[src/rtl/tone_detector.sv]
// Measures the half-period of a 1-bit square wave and decodes which of four notes
// is present, with a lock streak, loss-of-signal timeout and raw period debug output.
module tone_detector #(
    parameter int unsigned NOM0       = 13514,
    parameter int unsigned NOM1       = 11363,
    parameter int unsigned NOM2       = 9020,
    parameter int unsigned NOM3       = 7584,
    parameter int unsigned TOL        = 256,
    parameter int unsigned LOCK_COUNT = 4,
    parameter int unsigned TIMEOUT    = 20000
) (
    input  logic        CLK,
    input  logic        RST_N,
    input  logic        AUDIO_IN,
    output logic [1:0]  NOTE_OUT,
    output logic        NOTE_VALID,
    output logic [15:0] PERIOD_OUT,
    output logic        PERIOD_STB
);

    typedef enum logic [1:0] {
        ST_IDLE    = 2'd0,
        ST_MEASURE = 2'd1,
        ST_LOCKED  = 2'd2
    } state_t;

    localparam logic [31:0] LO0       = NOM0 - TOL;
    localparam logic [31:0] HI0       = NOM0 + TOL;
    localparam logic [31:0] LO1       = NOM1 - TOL;
    localparam logic [31:0] HI1       = NOM1 + TOL;
    localparam logic [31:0] LO2       = NOM2 - TOL;
    localparam logic [31:0] HI2       = NOM2 + TOL;
    localparam logic [31:0] LO3       = NOM3 - TOL;
    localparam logic [31:0] HI3       = NOM3 + TOL;
    localparam logic [31:0] TIMEOUT_W = TIMEOUT;
    localparam logic [3:0]  LOCK_W    = LOCK_COUNT[3:0];

    // Returns {hit, note index}; 32-bit ordered range checks so nothing can wrap.
    function automatic logic [2:0] classify(input logic [15:0] cap);
        logic [31:0] c;
        c = {16'd0, cap};
        if (c >= LO0 && c <= HI0) begin
            classify = 3'b100;
        end else if (c >= LO1 && c <= HI1) begin
            classify = 3'b101;
        end else if (c >= LO2 && c <= HI2) begin
            classify = 3'b110;
        end else if (c >= LO3 && c <= HI3) begin
            classify = 3'b111;
        end else begin
            classify = 3'b000;
        end
    endfunction

    logic        sync1_q, sync1_d, sync2_q, sync2_d, sync3_q, sync3_d;
    logic [15:0] counter_q, counter_d;
    state_t      state_q, state_d;
    logic [1:0]  cand_q, cand_d;
    logic [3:0]  streak_q, streak_d;
    logic [1:0]  note_q, note_d;
    logic        valid_q, valid_d;
    logic [15:0] period_q, period_d;
    logic        stb_q, stb_d;

    logic        edge_s;
    logic        timeout_s;
    logic [15:0] cap_s;
    logic [2:0]  class_s;
    logic        hit_s;
    logic [1:0]  idx_s;
    logic [3:0]  streak_n_s;

    assign edge_s    = sync2_q ^ sync3_q;
    assign timeout_s = ({16'd0, counter_q} >= TIMEOUT_W);
    assign cap_s     = (counter_q == 16'hFFFF) ? 16'hFFFF : (counter_q + 16'd1);
    assign class_s   = classify(cap_s);
    assign hit_s     = class_s[2];
    assign idx_s     = class_s[1:0];

    // Synchroniser chain and saturating half-period counter next-state.
    always_comb begin
        sync1_d = AUDIO_IN;
        sync2_d = sync1_q;
        sync3_d = sync2_q;
        if (edge_s) begin
            counter_d = 16'd0;
        end else if (counter_q != 16'hFFFF) begin
            counter_d = counter_q + 16'd1;
        end else begin
            counter_d = counter_q;
        end
    end

    // Lock FSM next-state and output register inputs.
    always_comb begin
        state_d    = state_q;
        cand_d     = cand_q;
        streak_d   = streak_q;
        note_d     = note_q;
        valid_d    = valid_q;
        period_d   = period_q;
        stb_d      = 1'b0;
        streak_n_s = 4'd1;
        case (state_q)
            ST_IDLE: begin
                if (edge_s) begin
                    state_d = ST_MEASURE;
                end else begin
                    state_d = ST_IDLE;
                end
            end
            ST_MEASURE, ST_LOCKED: begin
                if (edge_s) begin
                    period_d = cap_s;
                    stb_d    = 1'b1;
                    if (hit_s && state_q == ST_LOCKED && idx_s == note_q) begin
                        state_d = ST_LOCKED;
                    end else if (hit_s) begin
                        if (state_q == ST_MEASURE && idx_s == cand_q) begin
                            streak_n_s = streak_q + 4'd1;
                        end else begin
                            streak_n_s = 4'd1;
                        end
                        cand_d   = idx_s;
                        streak_d = streak_n_s;
                        if (streak_n_s >= LOCK_W) begin
                            state_d = ST_LOCKED;
                            note_d  = idx_s;
                            valid_d = 1'b1;
                        end else begin
                            state_d = ST_MEASURE;
                            valid_d = 1'b0;
                        end
                    end else begin
                        state_d  = ST_MEASURE;
                        valid_d  = 1'b0;
                        streak_d = 4'd0;
                    end
                end else if (timeout_s) begin
                    state_d  = ST_IDLE;
                    valid_d  = 1'b0;
                    streak_d = 4'd0;
                end else begin
                    state_d = state_q;
                end
            end
            default: begin
                state_d  = ST_IDLE;
                valid_d  = 1'b0;
                streak_d = 4'd0;
            end
        endcase
    end

    // State and output registers.
    always_ff @(posedge CLK or negedge RST_N) begin
        if (!RST_N) begin
            sync1_q   <= 1'b0;
            sync2_q   <= 1'b0;
            sync3_q   <= 1'b0;
            counter_q <= 16'd0;
            state_q   <= ST_IDLE;
            cand_q    <= 2'd0;
            streak_q  <= 4'd0;
            note_q    <= 2'd0;
            valid_q   <= 1'b0;
            period_q  <= 16'd0;
            stb_q     <= 1'b0;
        end else begin
            sync1_q   <= sync1_d;
            sync2_q   <= sync2_d;
            sync3_q   <= sync3_d;
            counter_q <= counter_d;
            state_q   <= state_d;
            cand_q    <= cand_d;
            streak_q  <= streak_d;
            note_q    <= note_d;
            valid_q   <= valid_d;
            period_q  <= period_d;
            stb_q     <= stb_d;
        end
    end

    assign NOTE_OUT   = note_q;
    assign NOTE_VALID = valid_q;
    assign PERIOD_OUT = period_q;
    assign PERIOD_STB = stb_q;

endmodule

[config.mk]
export PLATFORM = sky130hd
export DESIGN_NAME = tone_detector
export DESIGN_NICKNAME = d
export VERILOG_FILES = /design/src/rtl/tone_detector.sv
export SDC_FILE = /design/constraint.sdc
export NUM_CORES = 1
export LEC_CHECK = 0
export BUFFER_PORTS_ARGS = -buffer_cell sky130_fd_sc_hd__buf_2
export CORE_MARGIN = 1
export CORE_UTILIZATION = 55
export DETAILED_ROUTE_END_ITERATION = 8
export MAX_ROUTING_LAYER = met4
export PLACE_DENSITY = 0.82
export SYNTH_ARGS = -nofsm -noshare
export SYNTH_HDL_FRONTEND = slang
export SYNTH_SLANG_ARGS = --single-unit
[constraint.sdc]
create_clock -name CLK -period 3.3 [get_ports CLK]
set_clock_uncertainty 0.05 [all_clocks]
set_input_delay 0 -clock CLK [delete_from_list [all_inputs] [get_ports CLK]]
set_output_delay 0 -clock CLK [all_outputs]
set_load 0.01 [all_outputs]
==> out/metrics.cfg <==
[run_status]
status=complete, but fails checks
violations=setup timing

[routing]
drt_wl_total_mm=10.07
routedWlPerCell_um=19.68
wl_met2_mm=4.894
met1Wirelength_mm=3.942
avgViaCountPerCell=6.590
route.detailed.drc=0
dr_wl_met3_um=876
postRouteAntennaNets=0
firstDrtPassIters=5
top_layer=met4
drt-initial-drc-count=329
vias=3374

[cts]
numCtsBuffers=5
h-tree-depth=2
clock-sinks=47
clk_pin_slew_ns=0.08
clkLatencyLatePin_ns=0.29
cts-root-buf=clkbuf_8
cts_buffer_depth=2
cts_tree=built

[critical_path]
worstReg2RegEnd=NOTE_VALID
startpoint_type=flip-flop
cp_max_fo=7
ff2ff_path_depth=13
crit_type=flip-flop to flip-flop
critPathCaptureType=flip-flop
r2r_setup_slack_ns=-0.07
cp-startpoint=counter_q[1]
r2r_start=counter_q[1]
crit_arrival_ns=3.56
cp.required_ns=3.48

[sta]
setup_viol=6
setup_tns_ns=-0.2627
fmax_mhz=296.4
setup_ws_ns=-0.07383
slew_headroom_pct=32.06
rsz0062_at_grt=true
period_share_pct=102.2
layout_min_cycle_time_ns=3.374
final_hold_viol_count=0
worst_pin_slew_ns=1.019
final_max_slew_viol_count=0

[floorplan]
io_pins=23
rows=27
start_util_pct=56.90
core_area_sq_um=5507
die_w_um=77.48
die-area_sq_um=6002
die_h_um=77.48

[global_route]
grt_max_degree=48
grt_pass1_wl_mm=14.63
grt_use_total_pct=32.02
grt_pass1_vias=3049
antenna_found_initial=0
grt-ovfl-total=0

[pwr]
peakVddDrop_mv=0.2981
p_leak_nw=1.905
powerDensity_nw_per_um2=330.9

[cells_and_area]
finish.utilization_pct=77.55
instances_no_fill=512
final_common_cell=buf_4
layout_common_cells=70 x buf_4, 42 x dfrtp_1, 39 x nand2_1
regArea_sq_um=1182
nNetsFinal=450
num-fill-cells=336
drive_gt1_share_pct=38.86
diodes=0
final_area_sq_um=4270
multi_input_area_sq_um=2110
area_delta_synth_final_pct=36.30

[yosys]
syn_inst=351
synth_flop_cell=dfrtp_1
ys_types=79
ys_ff_latch=47
synth-seq-area-share_pct=37.54
syn_area_sq_um=3133
async_flop_share_pct=100.0
synth_top_area_share_pct=37.54
yosysWarnings=0
synth_top_area_cell=dfrtp_1
syn_avg_cell_area_sq_um=8.926
synth_nets=361
synth-edff-count=0
synthTopCellsByArea=dfrtp_1 38%, nand2_1 4.8%, o21ai_0 4.5%, nor2_1 4.1%, ha_1 2.8%

[worst_hold_path]
whs_path_depth=2
hp-start=AUDIO_IN
hp-class=input port to flip-flop
min_to=sync1_q

[place]
dpl.cell_count=488
place_area_sq_um=3697
portBuffers=22
dp_hpwl_mm=6.492
place_congestion=0.9674
dpl_worst_slack_ns=-0.1842

[job]
maxCapViolCount=0

[state kept, by name, summed over array words and instances, names as in the netlist]
| name | cells |
|---|---|
| PERIOD_OUT | 16 |
| counter_q | 16 |
| streak_q | 4 |
| NOTE_OUT | 2 |
| cand_q | 2 |
| state_q | 2 |
| NOTE_VALID | 1 |
| PERIOD_STB | 1 |
| sync1_q | 1 |
| sync2_q | 1 |
| sync3_q | 1 |
[power by group]
part	switching (mW)	internal (mW)	leakage [nW]
sequential	0.0373	0.620	0.627
clock	0.180	0.165	0.0470
combinational	0.237	0.175	1.23
total	0.454	0.959	1.90
[critical path: stages (launching register included)]
cell,delay (ns)
dfrtp_1,0.42
ha_4,0.22
buf_6,0.11
nand4_1,0.12
a31o_1,0.24
nor2b_4,0.13
o31a_1,0.32
o211ai_1,0.15
or4b_4,0.52
xnor2_2,0.16
o32a_4,0.40
buf_6,0.15
o21ai_4,0.16
a22o_1,0.16
[how the worst max path moves through the flow]
stage,endpoint,slack (ns),cells past startpoint
floorplan,streak_q[1],0.01,13
global placement,NOTE_OUT[0],-0.14,11
detailed placement,streak_q[1],-0.18,10
CTS,NOTE_OUT[0],0.01,12
global route,NOTE_OUT[0],-0.12,12
finish,NOTE_VALID,-0.07,13
[synthesized netlist by cell type (all sizes together) (2+ instances only)]
cell	count
nor4	4
xor2	5
nor4b	3
o211ai	3
a22o	2
a22oi	3
mux2	2
o2111ai	2
a31oi	3
nand2b	6
nand2	40
nand3b	2
a31o	3
or3	6
nor2	35
o21ai	32
a21oi	13
mux2i	6
and2	2
inv	10
o211a	2
a32o	3
o311ai	2
a2bb2oi	2
nor3	8
o22ai	4
ha	7
nand3	12
dfrtp	47
o311a	2
nor2b	5
a311o	2
and4	5
and3	3
o21bai	3
nand4	9
buf	17
o21a	3
clkbuf	4
xnor2	6
a211oi	3
o32a	2
[cell type report]
class,instances,share of cell area [%]
multi-input combinational,272,49.40
sequential,47,27.69
timing repair buffer,103,17.67
tap,72,2.110
clock buffer,6,1.934
inverter,11,1.084
clock inverter,1,0.1172
[stage by stage]
step / hold WS (ns) / total power, mW
3_5_place_dp: 0.06425 / 0.9862
6_report: 0.3081 / 1.413
4_1_cts: 0.2955 / 1.355
3_3_place_gp: 0.05892 / 0.9671
2_1_floorplan: -0.3456 / 0.8487
5_1_grt: 0.3008 / 1.472
[kinds of logic (layout without fill, tap and decap cells)]
family	count (synthesis)	in the layout	share of synthesized area, %
AND/OR/NAND/NOR	146	146	26.00
AO/OA/AOI/OAI	100	100	22.80
flip-flops	47	47	37.54
buffers and inverters	32	121	5.032
XOR/XNOR	11	11	3.075
multiplexers	8	8	2.756
adder cells (fa/ha/maj)	7	7	2.795
[routing by layer]
metal	track usage (%)	vias up
met3	5.059	47
met5	-	-
li1	-	1477
met4	13.77	0
met1	40.72	1646
met2	50.80	204
[timing repair]
| action | CTS | global route |
|---|---|---|
| pin swaps | 2 | 29 |
| endpoints found under the setup margin | 11 | 11 |
| buffers inserted | 3 | 12 |
| endpoints found under the hold margin | 48 | 0 |
| resized for setup | 19 | 62 |
| hold buffers | 2 | 0 |
Power figures use the tool's default switching activity.
